### src/rtl/zbt_arbiter.sv
// zbt_arbiter: shares the single-port pipelined ZBT between buffered NTSC writes and VGA reads.
// Define ZBT_ARB_STATS_EN to enable the saturating dropped-write counter on drop_cnt.
module zbt_arbiter #(
  parameter int AW       = 19,
  parameter int DW       = 36,
  parameter int FIFO_AW  = 2,
  parameter int READ_LAT = 2,
  parameter int MAX_WAIT = 3
) (
  input  logic          clk,
  input  logic          reset,
  input  logic          ntsc_we,
  input  logic [AW-1:0] ntsc_addr,
  input  logic [DW-1:0] ntsc_data,
  input  logic          vram_re,
  input  logic [AW-1:0] vram_raddr,
  output logic          vram_ready,
  output logic          vram_rvalid,
  output logic [DW-1:0] vram_rdata,
  output logic [AW-1:0] mem_addr,
  output logic          mem_we,
  output logic [DW-1:0] mem_wdata,
  input  logic [DW-1:0] mem_rdata,
  output logic          fifo_full,
  output logic [15:0]   drop_cnt
);
  localparam int DEPTH = 1 << FIFO_AW;
  localparam int WCW   = $clog2(MAX_WAIT + 1);
  localparam int EW    = AW + DW;

  // Handshake: a read is accepted on any edge where vram_re and vram_ready are both high;
  // the requester holds vram_raddr until then. vram_ready depends only on force_wr_q.

  logic [EW-1:0]       fifo_mem_q [DEPTH];
  logic [FIFO_AW:0]    wr_ptr_q, wr_ptr_d;
  logic [FIFO_AW:0]    rd_ptr_q, rd_ptr_d;
  logic [WCW-1:0]      wait_cnt_q, wait_cnt_d;
  logic                force_wr_q, force_wr_d;
  logic [READ_LAT-1:0] rd_pipe_q, rd_pipe_d;
  logic [AW-1:0]       mem_addr_q, mem_addr_d;
  logic                mem_we_q, mem_we_d;
  logic [DW-1:0]       mem_wdata_q, mem_wdata_d;
  logic                vram_rvalid_q, vram_rvalid_d;
  logic [DW-1:0]       vram_rdata_q, vram_rdata_d;

  logic          fifo_empty;
  logic          fifo_full_w;
  logic          do_forced;
  logic          do_read;
  logic          do_write;
  logic          do_push;
  logic [EW-1:0] head;

  assign fifo_empty  = (wr_ptr_q == rd_ptr_q);
  assign fifo_full_w = (wr_ptr_q[FIFO_AW] != rd_ptr_q[FIFO_AW]) &&
                       (wr_ptr_q[FIFO_AW-1:0] == rd_ptr_q[FIFO_AW-1:0]);
  assign head        = fifo_mem_q[rd_ptr_q[FIFO_AW-1:0]];

  assign vram_ready  = ~force_wr_q;
  assign do_forced   = force_wr_q & ~fifo_empty;
  assign do_read     = ~do_forced & vram_re & vram_ready;
  assign do_write    = do_forced | (~do_read & ~fifo_empty);
  // A full FIFO still accepts a push on an edge that also pops.
  assign do_push     = ntsc_we & (~fifo_full_w | do_write);

  always_comb begin
    wr_ptr_d      = wr_ptr_q + {{FIFO_AW{1'b0}}, do_push};
    rd_ptr_d      = rd_ptr_q + {{FIFO_AW{1'b0}}, do_write};

    mem_addr_d    = mem_addr_q;
    mem_wdata_d   = mem_wdata_q;
    mem_we_d      = 1'b0;
    if (do_write) begin
      mem_we_d    = 1'b1;
      mem_addr_d  = head[EW-1:DW];
      mem_wdata_d = head[DW-1:0];
    end else if (do_read) begin
      mem_addr_d  = vram_raddr;
    end

    wait_cnt_d = wait_cnt_q;
    force_wr_d = force_wr_q;
    if (do_write || fifo_empty) begin
      wait_cnt_d = '0;
    end else begin
      wait_cnt_d = wait_cnt_q + WCW'(1);
    end
    if (do_forced) begin
      force_wr_d = 1'b0;
    end else if (!fifo_empty && !do_write && wait_cnt_q == WCW'(MAX_WAIT - 1)) begin
      force_wr_d = 1'b1;
    end

    // Accept marker walks READ_LAT stages; the last stage captures mem_rdata.
    rd_pipe_d[0] = do_read;
    for (int i = 1; i < READ_LAT; i++) begin
      rd_pipe_d[i] = rd_pipe_q[i-1];
    end
    vram_rvalid_d = rd_pipe_q[READ_LAT-1];
    vram_rdata_d  = rd_pipe_q[READ_LAT-1] ? mem_rdata : vram_rdata_q;
  end

  always_ff @(posedge clk or posedge reset) begin
    if (reset) begin
      wr_ptr_q      <= '0;
      rd_ptr_q      <= '0;
      wait_cnt_q    <= '0;
      force_wr_q    <= 1'b0;
      rd_pipe_q     <= '0;
      mem_addr_q    <= '0;
      mem_we_q      <= 1'b0;
      mem_wdata_q   <= '0;
      vram_rvalid_q <= 1'b0;
      vram_rdata_q  <= '0;
    end else begin
      wr_ptr_q      <= wr_ptr_d;
      rd_ptr_q      <= rd_ptr_d;
      wait_cnt_q    <= wait_cnt_d;
      force_wr_q    <= force_wr_d;
      rd_pipe_q     <= rd_pipe_d;
      mem_addr_q    <= mem_addr_d;
      mem_we_q      <= mem_we_d;
      mem_wdata_q   <= mem_wdata_d;
      vram_rvalid_q <= vram_rvalid_d;
      vram_rdata_q  <= vram_rdata_d;
    end
  end

  // Storage needs no reset: the pointers define which entries are live.
  always_ff @(posedge clk) begin
    if (do_push) begin
      fifo_mem_q[wr_ptr_q[FIFO_AW-1:0]] <= {ntsc_addr, ntsc_data};
    end
  end

  assign mem_addr    = mem_addr_q;
  assign mem_we      = mem_we_q;
  assign mem_wdata   = mem_wdata_q;
  assign vram_rvalid = vram_rvalid_q;
  assign vram_rdata  = vram_rdata_q;
  assign fifo_full   = fifo_full_w;

`ifdef ZBT_ARB_STATS_EN
  logic        do_drop;
  logic [15:0] drop_cnt_q, drop_cnt_d;

  assign do_drop = ntsc_we & fifo_full_w & ~do_write;

  always_comb begin
    drop_cnt_d = drop_cnt_q;
    if (do_drop && drop_cnt_q != 16'hFFFF) begin
      drop_cnt_d = drop_cnt_q + 16'd1;
    end
  end

  always_ff @(posedge clk or posedge reset) begin
    if (reset) begin
      drop_cnt_q <= '0;
    end else begin
      drop_cnt_q <= drop_cnt_d;
    end
  end

  assign drop_cnt = drop_cnt_q;
`else
  assign drop_cnt = '0;
`endif

endmodule

### config.mk
export PLATFORM = sky130hd
export DESIGN_NAME = zbt_arbiter
export DESIGN_NICKNAME = d
export VERILOG_FILES = /design/src/rtl/zbt_arbiter.sv
export SDC_FILE = /design/constraint.sdc
export NUM_CORES = 1
export LEC_CHECK = 0
export ABC_AREA = 1
export CORE_MARGIN = 2
export CORE_UTILIZATION = 40
export CTS_CLUSTER_DIAMETER = 80
export DETAILED_ROUTE_END_ITERATION = 10
export DONT_BUFFER_PORTS = 1
export GPL_TIMING_DRIVEN = 1
export REMOVE_ABC_BUFFERS = 1
export SLEW_MARGIN = 40
export SYNTH_ARGS = -nofsm -noshare
export SYNTH_HDL_FRONTEND = slang
export SYNTH_SLANG_ARGS = --single-unit
### constraint.sdc
create_clock -name clk -period 4.4 [get_ports clk]
set_clock_uncertainty 0.05 [all_clocks]
set_input_delay 0.44 -clock clk [delete_from_list [all_inputs] [get_ports clk]]
set_output_delay 0.44 -clock clk [all_outputs]
set_load 0.005 [all_outputs]
# After elaboration in Yosys (flattened, before gate mapping)
# Memory sizes are Yosys's and may differ from the RTL's.
# Cells that the tools add are included.
[totals]
register_bits = 104
mem_bits_rw = 220
n_memories = 1
[op_classes]
bitwise = 12
n_eq_ne = 4
add_sub_neg = 3
reduce_logical = 8
mux = 8
[mem_list]
columns = ["memory", "depth", "width", "rd", "rd_clocked_by_memory_dff", "wr", "line_no", "text"]
rows = [
  ["fifo_mem_q", 4, 55, 1, 0, 1, "34", "logic [EW-1:0] fifo_mem_q [DEPTH];"],
]
[op_table]
columns = ["cell", "count"]
rows = [
  ["19-bit two-way mux", 2],
  ["3-bit by 1-bit adder with 3-bit output", 2],
  ["1-bit AND", 5],
  ["1-bit two-way mux", 5],
  ["1-bit NOT", 5],
  ["2-bit nonzero test", 2],
  ["3-bit == test", 1],
  ["1-bit logical AND", 3],
  ["2-bit by 1-bit adder with 2-bit output, second input constant", 1],
  ["2-bit == test", 1],
  ["2-bit == test, second input constant", 1],
  ["1-bit zero test", 2],
  ["2-bit two-way mux", 1],
  ["1-bit bitwise OR", 2],
  ["1-bit logical OR", 1],
  ["1-bit inequality test", 1],
]

# Depth between registers and ports, before layout
# Gate-level depths: netlist of run 1.
[logic_depth]
depth_word = 14
depth_mapped = 12

# Worst setup path before layout of run 1
# Ideal clock, no wire load.
[synth_path]
path_kind = "input-to-reg"
start = "input port vram_re"
end = "memory fifo_mem_q[0][0] (netlist name) (enable)"
setup_ns = 0.468
arrival_time_ns = 3.296
path_stages = 6
path_buffers = 1
slack_ns = 0.586
path_cell_list = "nand2_1 -> buf_2 -> inv_2 -> nand2_1 -> nand2_1 -> nor2_1"
[synth_between]
elab_chain_len = 9
[synth_rtl]
columns = ["element", "line_no", "text"]
rows = [
  ["start, declared", "15", "input logic vram_re,"],
  ["1-bit AND (2 in series)", "61", "assign do_read = ~do_forced & vram_re & vram_ready;"],
  ["1-bit NOT", "62", "assign do_write = do_forced | (~do_read & ~fifo_empty);"],
  ["1-bit AND", "62", ""],
  ["1-bit bitwise OR", "62", ""],
  ["1-bit bitwise OR", "64", "assign do_push = ntsc_we & (~fifo_full_w | do_write);"],
  ["1-bit AND", "64", ""],
  ["1-bit two-way mux", "131", "if (do_push) begin"],
  ["1-bit two-way mux (not written as such)", "132", "fifo_mem_q[wr_ptr_q[FIFO_AW-1:0]] <= {ntsc_addr, ntsc_data};"],
  ["end, declared", "34", ""],
]
# No other way between the ends.

# Final worst setup path of run 1
[layout_path]
start = "register rd_ptr_q[1]"
end = "memory fifo_mem_q[1][7] (netlist name) (enable)"
[layout_between]
elab_cells_between_ends = 16
classes_between = "eq/ne: 2; mux: 2; bitwise: 11; reduce/logical: 1"
[layout_lines]
columns = ["element", "line_no", "text"]
rows = [
  ["start, declared", "36", "logic [FIFO_AW:0] rd_ptr_q, rd_ptr_d;"],
  ["start signal, assigned", "117", "rd_ptr_q <= rd_ptr_d;"],
  ["2-bit == test", "56", "(wr_ptr_q[FIFO_AW-1:0] == rd_ptr_q[FIFO_AW-1:0]);"],
  ["1-bit logical AND", "55", "assign fifo_full_w = (wr_ptr_q[FIFO_AW] != rd_ptr_q[FIFO_AW]) &&"],
  ["named net fifo_full", "24", "output logic fifo_full,"],
  ["1-bit NOT", "64", ""],
  ["1-bit bitwise OR", "64", ""],
  ["1-bit AND", "64", ""],
  ["1-bit two-way mux", "131", ""],
  ["1-bit two-way mux (not written as such)", "132", ""],
]
# The timed path passes the listed nets, and every way through them passes these cells.

==> impl_metrics.yaml, run 1 <==
route:
  wl_met2_um: 13100
  drt_first_pass_iters: 5
  met1_length_um: 11600
  antenna_left: 0
  routed_wl_um: 27400
  wl_met3_um: 2080
  top_layer: "met5"
  drc: 0
  vias: 7435
  viasPerCell: 5.07
  initialDrtViolationCount: 522
  post_drt_wl_per_cell_um: 18.7
timing:
  whs_ns: 0.0191
  tightest_slew_ns: 0.798
  setup_violations: 0
  tns_ns: 0
  max_slew_margin: 0.468
  drv_slew: 0
  fin_crit_ns: 2.84
  max_freq_ghz: 0.352
  hold_violations: 0
  rsz0062_at_grt: "false"
  finalCritPeriodShare: 0.646
power:
  ir_worst_vdd_uv: 366
  p_per_area_nw_per_um2: 683
  leakage_nw: 5.57
cts:
  htree_levels: 2
  numCtsBuffers: 36
  cts_resized: 0
  clock_sinks: 324
  clkTransAtPathRegs_ns: 0.06
  clk_latency_ns: 0.51
  cts_buffer_depth: 3
  post-cts-setup-buffers: 0
  ctsHoldBuffers: 59
  cts-root-buf: "clkbuf_16"
  tritoncts: "done"
floorplan:
  fp.dieW_um: 181
  die_h_um: 181
  fp.coreArea_um2: 30700
  rows: 64
  ios: 225
  die_area_um2: 32700
  start_util: 0.408
grt:
  grt_use_total: 0.167
  antenna_found_initial: 3
  first_global_vias: 7460
  grt.overflow.total: 0
  grt_max_degree: 107
  grt_pass1_wl_um: 42900
final_layout:
  final_area_um2: 14600
  layout.cells.non_filler: 1466
  final_nets: 1159
  layout-drive-gt1-share: 0.110
  nFillCells: 2732
  fin_util: 0.476
  syn_to_final_growth_pct: 16.5
  final_cell_mix: "edfxtp_1 (220), nand2_1 (198), nor2_1 (126)"
  layout_commonest_cell: "edfxtp_1"
worst_setup_path:
  worstPathCellList: "buf_4 > nand2_1 > nand2_2 > nand2_1 > nor2_1 > nand2_1 > nand2_1 > nor2_4 > buf_4 > buf_12"
  start_kind: "flip-flop"
  endpoint_kind: "flip-flop"
  critPathTopFamily: "buffers and inverters"
  worst_path_max_delay_cell: "buf_4"
  crit_fanout: 70
  crit_type: "flip-flop to flip-flop"
  required_ns: 4.59
  arrival_ns: 3.03
  critPathBufInv: 3
  crit_top_cell: "nand2_1"
  max_stage_delay_ns: 0.59
yosys:
  syn_area_um2: 12500
  synthAdderAreaFrac: 0.00500
  synth_compound_gate_area_share: 0.0668
  synth-seq-cells: 324
  synthMuxAreaShare: 0.0324
  syn_area_per_cell_um2: 12.7
  yosysSeqAreaShare: 0.736
  yosys.area_share.simple: 0.116
  synth_top_family_by_area: "simple AND/OR/NAND/NOR gates"
  synth_warnings: 0
  synthXorXnorAreaFrac: 0.00140
  netlist_instances: 986
  synth_cell_type_count: 23
placed_design:
  place_congestion: 0.701
  place_area_um2: 12800
  hpwlAfterDp_um: 15800
  post-place-cells: 1338
  portBuffers: 0
status:
  status: "completed"
job:
  maxCapViolCount: 0
hold_path:
  hp-class: "primary input to flip-flop"
## layer usage
layer	track usage	vias to the layer above
met5	0	-
met4	0.0400	2
met3	0.0427	46
met2	0.277	294
met1	0.220	3584
li1	-	3509
## layout make-up
class / instances / area, um^2 / area share
Clock inverter: 15 / 140 / 0.00961
Tap cell: 396 / 495 / 0.0340
Timing Repair Buffer: 72 / 724 / 0.0497
Multi-Input combinational cell: 584 / 2860 / 0.196
Clock buffer: 51 / 1050 / 0.0720
Inverter: 22 / 95.1 / 0.00652
Antenna cell: 2 / 5.00 / 0.000343
Sequential cell: 324 / 9210 / 0.632
## path summary, 6_finish.rpt
path,from,cells past startpoint,slack [ns],endpoint
setup / recovery,rd_ptr_q[1],10,1.56,fifo_mem_q[1][7]
hold / removal,vram_raddr[15],2,0.02,mem_addr[15]
setup reg to reg,rd_ptr_q[1],10,1.56,fifo_mem_q[1][7]
hold reg to reg,rd_pipe_q[0],0,0.30,rd_pipe_q[1]
max in group asynchronous,reset,3,2.89,mem_wdata[8]
min in group asynchronous,reset,2,0.50,vram_rdata[1]
## power breakdown
| part | internal, mW | switching, mW | total (mW) |
|---|---|---|---|
| sequential | 4.11 | 0.448 | 4.56 |
| combinational | 0.772 | 1.69 | 2.46 |
| clock | 1.79 | 1.16 | 2.95 |
| total | 6.67 | 3.30 | 9.97 |
## flip-flops by register name, summed over array words and instances (netlist names)
register	flops
fifo_mem_q	220
force_wr_q	1
mem_addr	19
mem_wdata	36
mem_we	1
rd_pipe_q	2
rd_ptr_q	3
vram_rdata	36
vram_rvalid	1
wait_cnt_q	2
wr_ptr_q	3
## logic make-up after synthesis
family	after synthesis
AND/OR/NAND/NOR	367
flip-flops	324
AO/OA/AOI/OAI	158
buffers and inverters	93
multiplexers	36
adder cells (fa/ha/maj)	5
XOR/XNOR	2
other	1
## synthesized netlist by cell type
cell      number  area, um^2
conb_1         1        3.75
buf_2         17        85.1
nand4_1        2        12.5
inv_2          1        3.75
inv_1         18        67.6
o22ai_1       36         225
inv_4          3        18.8
o21ai_1       11        55.1
nand2_4        1        11.3
edfxtp_1     220        6610
nand3_4        1        17.5
o21ai_0      111         556
ha_1           5        62.6
buf_4         25         188
dfrtp_1      104        2600
nor2_1       130         488
nand2_1      198         743
clkbuf_1      21        78.8
nand3_1       33         165
buf_6          8        90.1
xor2_1         2        17.5
mux2_2        36         405
nand2_2        2        12.5
## metrics by stage
stage               total power, mW  setup slack, ns
floorplan                      6.18            -1.60
global placement               7.00             1.55
detailed placement             7.06             1.54
CTS                            10.1             1.52
global route                   10.6             1.29
finish                         9.97             1.56
No activity file was read; power rests on OpenSTA's default activity.
==> run 2, diff against run 1 <==
Clock period 4.4 ns to 2.8 ns, I/O delays scaled along.
==> impl_metrics.yaml, run 2 (synthesis gave the netlist of run 1 again) <==
placed_design:
  hpwlAfterDp_um: 16600
  post-place-cells: 1351
  place_area_um2: 12900
  portBuffers: 0
  place_congestion: 0.715
power:
  internal_power_mw: 10.6
  combPwrFrac: 0.264
  switching_share: 0.332
  ir_worst_vdd_uv: 561
  clockPowerShare: 0.290
  p_per_area_nw_per_um2: 1050
  p_seq_frac: 0.446
  p_switching_mw: 5.27
  leakage_nw: 5.83
timing:
  hold_violations: 0
  setup_violations: 0
  drv_slew: 0
  tightest_slew_ns: 0.752
  max_slew_margin: 0.499
  finalCritPeriodShare: 0.810
  max_freq_ghz: 0.441
  rsz0062_at_grt: "false"
  fin_crit_ns: 2.27
  tns_ns: 0
grt:
  grt_use_total: 0.172
  antenna_found_initial: 2
  first_global_vias: 7582
  grt_pass1_wl_um: 44100
  grt_max_degree: 92
  grt.overflow.total: 0
floorplan:
  fp.coreArea_um2: 30700
  die_h_um: 181
  rows: 64
  ios: 225
  die_area_um2: 32700
  fp.dieW_um: 181
  start_util: 0.408
worst_setup_path:
  crit_type: "flip-flop to flip-flop"
  endpoint_kind: "flip-flop"
  ff2ff_setup_slack_ns: 0.53
  start_kind: "flip-flop"
  required_ns: 3.14
  startpoint: "rd_ptr_q[0]"
  rr_startpoint: "rd_ptr_q[0]"
  r2r-end: "mem_addr[14]"
  rr_worst_depth: 9
  arrival_ns: 2.61
  crit_fanout: 61
  crit_end: "mem_addr[14]"
final_layout:
  layout.cells.non_filler: 1527
  final_nets: 1222
  layout_commonest_cell: "edfxtp_1"
  multi_input_area_um2: 2860
  layout-drive-gt1-share: 0.114
  largest_reg_flops: 220
  syn_to_final_growth_pct: 21.3
  final_cell_mix: "edfxtp_1 (220), nand2_1 (198), nor2_1 (126)"
  ff_latch_area_um2: 9210
  nFillCells: 2611
  final_area_um2: 15200
route:
  post_drt_wl_per_cell_um: 18.8
  drt_first_pass_iters: 5
  routed_wl_um: 28800
  viasPerCell: 4.99
  antenna_left: 0
  initialDrtViolationCount: 351
  drc: 0
  vias: 7616
cts:
  clkTransAtPathRegs_ns: 0.06
  cts-root-buf: "clkbuf_16"
  htree_levels: 2
  cts_resized: 0
  tritoncts: "done"
  clock_sinks: 324
  clk_latency_ns: 0.50
  numCtsBuffers: 35
  cts_buffer_depth: 3
  post-cts-setup-buffers: 0
job:
  maxCapViolCount: 0
hold_path:
  hp-class: "primary input to flip-flop"
status:
  status: "completed"
[run 2: cell count changes in the layout (fill, tap and decap cells not counted), moves of 2 or more]
cell,previous run,this run
clkinv_4,0,2
buf_4,8,21
clkbuf_1,8,6
bufinv_16,2,4
clkbuf_8,5,1
buf_6,3,1
dlygate4sd3_1,59,111
[run 2: final cells by class]
cell class | count | share of cell area
well taps | 396 | 0.0326
clock buffers | 44 | 0.0634
inverters | 22 | 0.00626
repair buffers | 136 | 0.0883
multi-input cells | 584 | 0.189
clock inverters | 19 | 0.0135
flip-flops and latches | 324 | 0.607
diodes | 2 | 0.000330
[run 2: how the worst min path moves through the flow]
stage,from,end,cells past startpoint
2_1_floorplan,rd_pipe_q[0],rd_pipe_q[1],0
3_3_place_gp,reset,vram_rdata[4],1
3_5_place_dp,rd_pipe_q[0],rd_pipe_q[1],0
4_1_cts,vram_re,rd_pipe_q[0],3
5_1_grt,vram_re,rd_pipe_q[0],3
6_report,vram_re,rd_pipe_q[0],3
[run 2: critical path, stage by stage (launching register included)]
cell and delay [ns]:
dfrtp_4 0.50, inv_4 0.22, nand2_1 0.10, nand2_2 0.10
nand3_4 0.14, nand2_4 0.11, buf_4 0.60, o21ai_0 0.19
nand2_1 0.10, nand2_1 0.05
[run 2: routing by layer]
metal / vias up / GRT usage / wire length [um]
li1: 3638 / - / -
met1: 3683 / 0.229 / 12800
met2: 253 / 0.289 / 13700
met3: 42 / 0.0359 / 1720
met4: 0 / 0.0452 / 545
met5: - / 0 / 0
[run 2: per-stage QoR]
step,setup WS [ns],utilization,hold slack [ns],power [mW]
4_1_cts,0.501,0.495,0.161,16.1
2_1_floorplan,-3.20,-,0.281,9.71
3_3_place_gp,0.520,0.420,0.275,11.2
3_5_place_dp,0.514,0.420,0.285,11.3
6_report,0.532,0.495,0.177,15.9
5_1_grt,0.325,0.495,0.199,16.8
[run 2: power groups by stage]
stage | logic [mW] | clock network (mW) | registers (mW)
floorplan | 2.45 | 0 | 7.26
global placement | 4.04 | 0 | 7.16
detailed placement | 4.11 | 0 | 7.17
CTS | 4.28 | 4.72 | 7.08
global route | 4.76 | 4.90 | 7.19
finish | 4.19 | 4.61 | 7.08
[run 2: timing repair]
action,CTS,global route
setup endpoints to repair,0,0
hold endpoints to repair,327,0
hold buffers,111,0
==> run 3, diff against run 2 <==
Clock period 2.8 ns to 2.2 ns, I/O delays scaled along.
==> impl_metrics.yaml, run 3 (synthesis gave the netlist of run 1 again) <==
status:
  status: "completed"
grt:
  antenna_found_initial: 5
  first_global_vias: 7670
  grt_pass1_wl_um: 44800
  grt_max_degree: 107
  grt_use_total: 0.175
  grt.overflow.total: 0
power:
  p_switching_mw: 6.82
  combPwrFrac: 0.261
  p_seq_frac: 0.434
  internal_power_mw: 13.9
  p_per_area_nw_per_um2: 1350
  ir_worst_vdd_uv: 733
  leakage_nw: 5.91
  switching_share: 0.329
  clockPowerShare: 0.304
timing:
  fin_crit_ns: 2.05
  drv_slew: 0
  max_freq_ghz: 0.487
  setup_ws_ns: 0.148
  rsz0062_at_grt: "false"
  hold_violations: 0
  whs_ns: 0.184
  tightest_slew_ns: 0.631
  finalCritPeriodShare: 0.933
  setup_violations: 0
  max_slew_margin: 0.579
floorplan:
  ios: 225
  rows: 64
  die_area_um2: 32700
  start_util: 0.408
  die_h_um: 181
  fp.coreArea_um2: 30700
  fp.dieW_um: 181
placed_design:
  hpwlAfterDp_um: 16800
  place_area_um2: 13000
  dp_slack_ns: 0.151
  portBuffers: 0
  post-place-cells: 1351
  place_congestion: 0.741
route:
  drt_first_pass_iters: 4
  post_drt_wl_per_cell_um: 18.8
  routed_wl_um: 28800
  vias: 7606
  viasPerCell: 4.97
  initialDrtViolationCount: 467
  antenna_left: 0
  drc: 0
final_layout:
  layout_commonest_cell: "edfxtp_1"
  final_area_um2: 15400
  largest_reg_flops: 220
  layout.cells.non_filler: 1531
  final_nets: 1222
  final_cell_mix: "edfxtp_1 (220), nand2_1 (198), nor2_1 (126)"
  layout-drive-gt1-share: 0.119
  fin_util: 0.502
  syn_to_final_growth_pct: 22.9
worst_setup_path:
  endpoint_kind: "flip-flop"
  arrival_ns: 2.38
  rr_startpoint: "rd_ptr_q[0]"
  crit_type: "flip-flop to flip-flop"
  crit_fanout: 5
  required_ns: 2.53
  start_kind: "flip-flop"
  startpoint: "rd_ptr_q[0]"
job:
  maxCapViolCount: 0
cts:
  tritoncts: "done"
  htree_levels: 2
  cts_resized: 0
  clk_latency_ns: 0.52
  cts_buffer_depth: 3
  clkTransAtPathRegs_ns: 0.06
  clock_sinks: 324
  cts-root-buf: "clkbuf_16"
  numCtsBuffers: 35
hold_path:
  min-delay-start: "ntsc_we"
  hp-class: "primary input to flip-flop"
==> run 3: per-stage QoR <==
stage	total power [mW]	setup TNS, ns
finish	20.7	0
global route	22.0	0
CTS	21.0	0
detailed placement	14.4	0
global placement	14.3	0
floorplan	12.4	-1028.70
==> run 3: final timing paths <==
kind                                     end  cells past startpoint  slack (ns)
worst max register to register   wr_ptr_q[2]                     11        0.15
worst min-delay path             wr_ptr_q[0]                      3        0.18
max in group asynchronous        mem_addr[7]                      3        1.20
worst min register to register  rd_pipe_q[1]                      0        0.30
min in group asynchronous        mem_addr[1]                      2        0.21
worst max-delay path             wr_ptr_q[2]                     11        0.15
==> run 3: power groups by stage <==
stage,clock network (mW),registers (mW),logic (mW)
6_report,6.30,9.00,5.42
3_3_place_gp,0,9.11,5.20
3_5_place_dp,0,9.12,5.27
4_1_cts,6.44,9.02,5.50
2_1_floorplan,0,9.24,3.12
5_1_grt,6.69,9.16,6.19
==> run 3: cell type report <==
type                            instances  area, um^2
Fill cell                            2622       15300
Sequential cell                       324        9210
Multi-Input combinational cell        584        2860
Timing Repair Buffer                  136        1430
Clock buffer                           47        1060
Tap cell                              396         495
Clock inverter                         17         220
Inverter                               22        92.6
Antenna cell                            5        12.5
==> run 3: worst max-delay path: stages, from the launching register on <==
cell	delay, ns
dfrtp_4	0.50
inv_4	0.07
nand2_1	0.06
nand2_2	0.08
nand2_1	0.05
nor2_1	0.14
nand2_1	0.07
nand2_1	0.32
inv_1	0.08
ha_1	0.19
ha_1	0.18
xor2_1	0.13
==> run 3: timing repair <==
item,in CTS,in global routing
hold endpoints to repair,311,0
hold buffers,111,0
buffers inserted,0,0
==> run 3: metal layers <==
metal,track usage,wire (um),up-vias
li1,-,-,3638
met1,0.232,12400,3673
met2,0.291,13800,270
met3,0.0478,2230,25
met4,0.0329,302,0
met5,0,0,-
